File: config.mk
export PLATFORM = sky130hd
export DESIGN_NAME = pixel_pad_tx
export DESIGN_NICKNAME = d
export VERILOG_FILES = /design/src/rtl/pixel_stream_pkg.sv /design/src/rtl/pixel_out_reg.sv /design/src/rtl/pixel_pad_tx.sv
export SDC_FILE = /design/constraint.sdc
export NUM_CORES = 1
export LEC_CHECK = 0
export BUFFER_PORTS_ARGS = -buffer_cell sky130_fd_sc_hd__buf_4
export CAP_MARGIN = 15
export CORE_ASPECT_RATIO = 0.6
export CORE_MARGIN = 5
export CORE_UTILIZATION = 47
export CTS_BUF_LIST = sky130_fd_sc_hd__clkbuf_2 sky130_fd_sc_hd__clkbuf_4 sky130_fd_sc_hd__clkbuf_8
export DETAILED_ROUTE_END_ITERATION = 16
export PLACE_DENSITY_LB_ADDON = 0.1
export SETUP_SLACK_MARGIN = 0.05
export SLEW_MARGIN = 20
export SYNTH_ARGS = -nofsm -noshare
export SYNTH_HDL_FRONTEND = slang
export SYNTH_SLANG_ARGS = --single-unit
File: constraint.sdc
create_clock -name clk -period 3.28 [get_ports clk]
set_clock_uncertainty 0.15 [all_clocks]
set_input_delay 0.492 -clock clk [delete_from_list [all_inputs] [get_ports clk]]
set_output_delay 0.492 -clock clk [all_outputs]
set_load 0.01 [all_outputs]
File: src/rtl/pixel_stream_pkg.sv
// Shared constants and FSM state type for the zero-padding pixel stream.
package pixel_stream_pkg;

  localparam int IMAGE_WIDTH  = 512;
  localparam int PADDED_WIDTH = 514;
  localparam int PIXEL_DATAW  = 8;
  localparam int COL_W        = 10;

  typedef enum logic [2:0] {
    IDLE       = 3'd0,
    TOP_PAD    = 3'd1,
    LEFT_PAD   = 3'd2,
    BODY       = 3'd3,
    RIGHT_PAD  = 3'd4,
    BOTTOM_PAD = 3'd5
  } pad_state_t;

endpackage

File: src/rtl/pixel_out_reg.sv
// Single valid/data output register feeding the downstream block.
// Handshake: a pixel moves downstream on a cycle where o_valid && i_ready.
// The register reloads whenever it is empty or its content is being taken,
// so o_x is held stable while o_valid && !i_ready.
module pixel_out_reg
  import pixel_stream_pkg::*;
(
  input  logic                   clk,
  input  logic                   reset,
  input  logic                   i_emit,
  input  logic [PIXEL_DATAW-1:0] i_data,
  input  logic                   i_ready,
  output logic                   o_load,
  output logic                   o_valid,
  output logic [PIXEL_DATAW-1:0] o_x
);

  logic                   r_valid;
  logic [PIXEL_DATAW-1:0] r_x;

  assign o_load  = !r_valid || i_ready;
  assign o_valid = r_valid;
  assign o_x     = r_x;

  // Output register: capture the next pixel (or a bubble) on every load.
  always_ff @(posedge clk) begin
    if (reset) begin
      r_valid <= 1'b0;
      r_x     <= '0;
    end else if (o_load) begin
      r_valid <= i_emit;
      r_x     <= i_data;
    end
  end

endmodule

File: src/rtl/pixel_pad_tx.sv
// Wraps an H x 512 image stream with a one-pixel zero border, producing an
// (H+2) x 514 stream. Pad pixels are generated locally and never consume
// upstream data; everything advances only when the output register loads.
module pixel_pad_tx
  import pixel_stream_pkg::*;
(
  input  logic                   clk,
  input  logic                   reset,
  input  logic                   i_valid,
  output logic                   o_ready,
  input  logic [PIXEL_DATAW-1:0] i_x,
  input  logic                   i_last,
  input  logic                   i_ready,
  output logic                   o_valid,
  output logic [PIXEL_DATAW-1:0] o_x,
  output logic                   o_err
);

  localparam logic [COL_W-1:0] COL_LAST = COL_W'(IMAGE_WIDTH - 1);
  localparam logic [COL_W-1:0] PAD_LAST = COL_W'(PADDED_WIDTH - 1);

  pad_state_t             r_state;
  pad_state_t             w_state_n;
  logic [COL_W-1:0]       r_col;
  logic [COL_W-1:0]       w_col_n;
  logic [COL_W-1:0]       r_pad;
  logic [COL_W-1:0]       w_pad_n;
  logic                   r_last_row;
  logic                   w_last_row_n;
  logic                   r_err;
  logic                   w_err_n;
  logic                   w_load;
  logic                   w_emit;
  logic [PIXEL_DATAW-1:0] w_data;
  logic                   w_up_ready;

  pixel_out_reg u_out_reg (
    .clk     (clk),
    .reset   (reset),
    .i_emit  (w_emit),
    .i_data  (w_data),
    .i_ready (i_ready),
    .o_load  (w_load),
    .o_valid (o_valid),
    .o_x     (o_x)
  );

  // Upstream is only accepted in BODY, and never while reset is held.
  assign o_ready = w_up_ready && !reset;
  assign o_err   = r_err;

  // State, counters, last-row flag and sticky error.
  always_ff @(posedge clk) begin
    if (reset) begin
      r_state    <= IDLE;
      r_col      <= '0;
      r_pad      <= '0;
      r_last_row <= 1'b0;
      r_err      <= 1'b0;
    end else begin
      r_state    <= w_state_n;
      r_col      <= w_col_n;
      r_pad      <= w_pad_n;
      r_last_row <= w_last_row_n;
      r_err      <= w_err_n;
    end
  end

  // Next-state logic and selection of what the output register loads.
  always_comb begin
    w_state_n    = r_state;
    w_col_n      = r_col;
    w_pad_n      = r_pad;
    w_last_row_n = r_last_row;
    w_err_n      = r_err;
    w_emit       = 1'b0;
    w_data       = '0;
    w_up_ready   = 1'b0;

    case (r_state)
      IDLE: begin
        // The waiting pixel is left untouched; it is consumed in BODY.
        if (i_valid) begin
          w_state_n = TOP_PAD;
        end
      end

      TOP_PAD: begin
        if (w_load) begin
          w_emit = 1'b1;
          if (r_pad == PAD_LAST) begin
            w_pad_n   = '0;
            w_state_n = LEFT_PAD;
          end else begin
            w_pad_n = r_pad + COL_W'(1);
          end
        end
      end

      LEFT_PAD: begin
        if (w_load) begin
          w_emit    = 1'b1;
          w_state_n = BODY;
        end
      end

      BODY: begin
        w_up_ready = w_load;
        if (i_valid && w_load) begin
          w_emit = 1'b1;
          w_data = i_x;
          if (r_col == COL_LAST) begin
            w_col_n      = '0;
            w_last_row_n = i_last;
            w_state_n    = RIGHT_PAD;
          end else begin
            w_col_n = r_col + COL_W'(1);
            // A frame end mid-row is flagged and otherwise ignored.
            if (i_last) begin
              w_err_n = 1'b1;
            end
          end
        end
      end

      RIGHT_PAD: begin
        if (w_load) begin
          w_emit    = 1'b1;
          w_state_n = r_last_row ? BOTTOM_PAD : LEFT_PAD;
        end
      end

      BOTTOM_PAD: begin
        if (w_load) begin
          w_emit = 1'b1;
          if (r_pad == PAD_LAST) begin
            w_pad_n      = '0;
            w_last_row_n = 1'b0;
            w_state_n    = IDLE;
          end else begin
            w_pad_n = r_pad + COL_W'(1);
          end
        end
      end

      default: begin
        w_state_n = IDLE;
      end
    endcase
  end

endmodule

After elaboration in Yosys (flattened, before gate mapping). Index checks and enable logic that the tools add are counted.

Reduce and logical (&&, ||, !) cells: 14. Equality and inequality tests: 16. Bitwise gates (word level): 1. Add/sub/neg operators: 2. Muxes and demuxes: 23.

Operator list (number): $mux W3 (10); $add A10 B1 Y10 const B (2); $mux W10 (2); $ne A2 B2 Y1 const B (9); $pmux W3 S6 (1); $mux W8 (2); $eq A10 B10 Y1 const B (1); $eq A10 B9 Y1 const B (1); $reduce_and A9 Y1 (1); $eq A3 B2 Y1 const B (2); $eq A3 B3 Y1 const B (2); $mux W1 (6); $reduce_and A5 Y1 (1); $pmux W1 S2 (2); $reduce_and A2 Y1 (2); $reduce_and A4 Y1 (1); $reduce_or A4 Y1 (1); $eq A3 B1 Y1 const B (1); $logic_not A3 Y1 (1); $logic_and A1 B1 Y1 (2); $logic_not A1 Y1 (2); $reduce_bool A2 Y1 (1); $reduce_or A2 Y1 (1); $logic_or A1 B1 Y1 (1); $not A1 Y1 (1).

Output and inout port bits: 11. Word-level logic and storage cells: 63. Flip-flop bits (word level): 34. Bits of input ports: 13.

Depth between registers and ports, before layout.
Word-level depth: 5. Gate-level depth with buffers: 7.

Modules after synthesis. From an unflattened synthesis, not the netlist that was laid out.

Cell total of the unflattened synthesis: 205. Area, all modules: 1761.7 µm².

By module, submodules not included: pixel_pad_tx (instances 1, area an instance 1367.6 µm², cells each 166); pixel_out_reg (instances 1, area an instance 394.1 µm², cells each 39).

Worst setup path after synthesis. Ideal clock, no wire load.

Kind: input -> output. From: input port i_ready. To: output port o_ready. Path slack: 1516 ps. Data required time: 2638 ps. Arrival time: 1122 ps. Stages on the path: 3. Cell sequence: nor2b_1 clkbuf_1 nor3_1.

Word-level cells in the longest chain between the ends: 3.

Ends and longest elaborated chain: from (decl) (line pixel_pad_tx.sv:13) `input logic i_ready,`; $logic_or A1 B1 Y1 (line pixel_out_reg.sv:21) `assign o_load = !r_valid || i_ready;`; $mux W1 (line pixel_pad_tx.sv:80) `case (r_state)`; $logic_and A1 B1 Y1 (line pixel_pad_tx.sv:49) `assign o_ready = w_up_ready && !reset;`; to (decl) (line pixel_pad_tx.sv:10) `output logic o_ready,`.

No other way between the ends.

Final worst setup path.
From: register r_state[1]. To: output port o_ready.

Word-level cells in the longest chain between the ends: 3.

Ends and longest elaborated chain: from (decl) (line pixel_pad_tx.sv:22) `pad_state_t r_state;`; from (signal assigned) (line pixel_pad_tx.sv:61) `r_state <= w_state_n;`; $eq A3 B2 Y1 (line pixel_pad_tx.sv:80); $mux W1 (line pixel_pad_tx.sv:80); $logic_and A1 B1 Y1 (line pixel_pad_tx.sv:49).

No other way between the ends.

==> flow_metrics.tcl <==
set metrics [dict create \
    seq_area_frac_synth 0.417 \
    vias 1400 \
    clock_latency_ns 0.28 \
    synth_top_cell_by_area "dfxtp_1" \
    timing.fmax_mhz 441 \
    maxCapViolations 0 \
    final_nets 225 \
    overflow 0 \
    routed_wirelength_um 3650 \
    use_met1 0.223 \
    ioPinCount 24 \
    die_w_um 86.0 \
    yosysUniqueCellTypes 43 \
    cts.clk_slew.worst_paths_ns 0.06 \
    yosysMostFrequentCell "dfxtp_1" \
    grt_setup_unrepaired "false" \
    gr-max-usage-layer "met1" \
    area_growth_pct 16.4 \
    fin_total_pwr_uw 1070 \
    synth_enable_flop_cells 0 \
    cts.repair.resized 0 \
    maxSlewViolCount 0 \
    leakagePower_uw 0.000682 \
    hold_depth 3 \
    cpMaxStageDelayCell "dfxtp_1" \
    start_util 0.494 \
    synth_ff_type "dfxtp_1" \
    root_buffer "clkbuf_8" \
    syn_nets 203 \
    syn-instance-count 187 \
    p_per_area_nw_per_um2 563 \
    grt_use_met3 0.0547 \
    viasPerCell 5.53 \
    drtIter0Drc 78 \
    fin_crit_sh 0.691 \
    met2_usage 0.220 \
    fill_cells 301 \
    antenna_left 0 \
    antenna_found_initial 0 \
    routedWlPerCell_um 14.4 \
    slowest_delay_ns 0.60 \
    tritoncts "yes" \
    cts_buffers 5 \
    dp.final_hpwl_um 2750 \
    final_layout_size_suffix_gt1_frac 0.183 \
    grt_pass1_wl_um 6000 \
    port_buffers 23 \
    crit_arrival_ns 1.62 \
    worstSetupPathType "reg2out" \
    synthTopCellsByArea "dfxtp_1 42%, nor2_1 6.0%, xnor2_1 4.3%, a21oi_1 3.7%, a22oi_1 3.7%" \
    cts_setup_buffers 0 \
    tns_ns 0 \
    end_kind "output port" \
    die-area_um2 4790 \
    htreeDepth 2 \
    synth.ff_latch_count 34 \
    syn_avg_cell_area_um2 8.72 \
    grt_start_max_net_pins 18 \
    status "completed" \
    cts.sinks 34 \
    core_area_um2 3300 \
    grt_pass1_vias 1275 \
    synth_area_um2 1630 \
    crit_fanout 12 \
    ys_warn_count 0 \
    die_y_um 55.6 \
    synthTopCellsByCount "34 x dfxtp_1, 26 x nor2_1, 13 x nand2_1, 12 x a21oi_1, 9 x nor3_1" \
    maxSlewHeadroom 0.460 \
    worst_pin_slew_ns 0.806 \
    grt_usage 0.159 \
    rows 16 \
    finalSetupViolCount 0 \
    required_ns 2.64 \
    cts.hold.buffers_added 0 \
    cts_buffer_depth 2 \
    hp-class "in2reg" \
    synth_top_area_share 0.417 \
    finalWeightedCongestion 0.754 \
    drc 0 \
    antenna_cells 0 \
    rr_worst_depth 5 \
    peakVddDrop_mv 0.371 \
    start_kind "register" \
    finalCriticalPeriod_ns 2.27 \
    finalHoldViolations 0 \
    async_flop_share 0 \
    dr.pass1.iters 4 \
    path_cells "nand3b_1 > nor3_1 > buf_4" \
]
-- layout make-up --
type / count / area (um2) / share of cell area
clock buffer: 6 / 82.6 / 0.0435
tap: 45 / 56.3 / 0.0297
inverter: 4 / 15.0 / 0.00791
multi-input combinational: 140 / 883 / 0.465
timing repair buffer: 24 / 180 / 0.0949
sequential: 34 / 681 / 0.359
-- power breakdown --
| group | switching [uW] | internal [uW] | leakage, uW |
|---|---|---|---|
| sequential | 62.7 | 448 | 0.000275 |
| combinational | 142 | 123 | 0.000363 |
| clock | 132 | 162 | 0.0000431 |
| total | 337 | 732 | 0.000682 |
-- worst max-delay path: cells and delay by family, from the launching register on --
kind	cells	cell delay, ns
and+or+nand+nor	2	0.55
buffers and inverters	1	0.19
DFF	1	0.60
-- cells by family after synthesis --
group	Yosys count	share of synthesized area
adders and majority gates	3	0.0230
muxes	3	0.0192
AOI/OAI and AO/OA	39	0.166
and+or+nand+nor	82	0.264
xor gates and xnor gates	13	0.0698
buffers and inverters	13	0.0407
DFF	34	0.417
-- layout by cell type, fill, tap and decap left out, drive strengths merged, types with 5 or more instances in the layout --
| cell | n |
|---|---|
| o21ai | 8 |
| nand3 | 7 |
| a21oi | 12 |
| or3 | 6 |
| nor2 | 26 |
| nand2 | 13 |
| xnor2 | 8 |
| buf | 24 |
| nand4 | 7 |
| a22oi | 8 |
| dfxtp | 34 |
| clkbuf | 6 |
| nor3 | 10 |
| xor2 | 5 |
-- registers in the layout, summed over array words and instances, names as in the netlist --
signal / count
r_col: 10
r_pad: 10
u_out_reg.o_x: 8
r_state: 3
o_err: 1
r_last_row: 1
u_out_reg.o_valid: 1
-- metrics by stage --
stage          std cells  cell area [um2]  hold slack (ns)   util  setup WS (ns)
2_1_floorplan        187             1630            0.312      -           1.52
3_3_place_gp         247             1820            0.313  0.550           1.22
3_5_place_dp         247             1820            0.319  0.550           1.16
4_1_cts              253             1900            0.298  0.575           1.00
5_1_grt              253             1900            0.311  0.575          0.910
6_report             253             1900            0.311  0.575           1.01
-- metal layers --
| metal | up-vias | wire (um) |
|---|---|---|
| li1 | 705 | - |
| met1 | 635 | 1830 |
| met2 | 56 | 1480 |
| met3 | 4 | 302 |
| met4 | 0 | 42 |
| met5 | - | 0 |
-- final timing paths --
check / to / from / slack, ns
hold / removal: u_out_reg.o_x[3] / i_x[3] / 0.31
setup / recovery: o_ready / r_state[1] / 1.01
setup reg to reg: r_col[4] / r_state[1] / 1.14
hold reg to reg: o_err / o_err / 0.33
No activity file was read; power rests on OpenSTA's default activity.
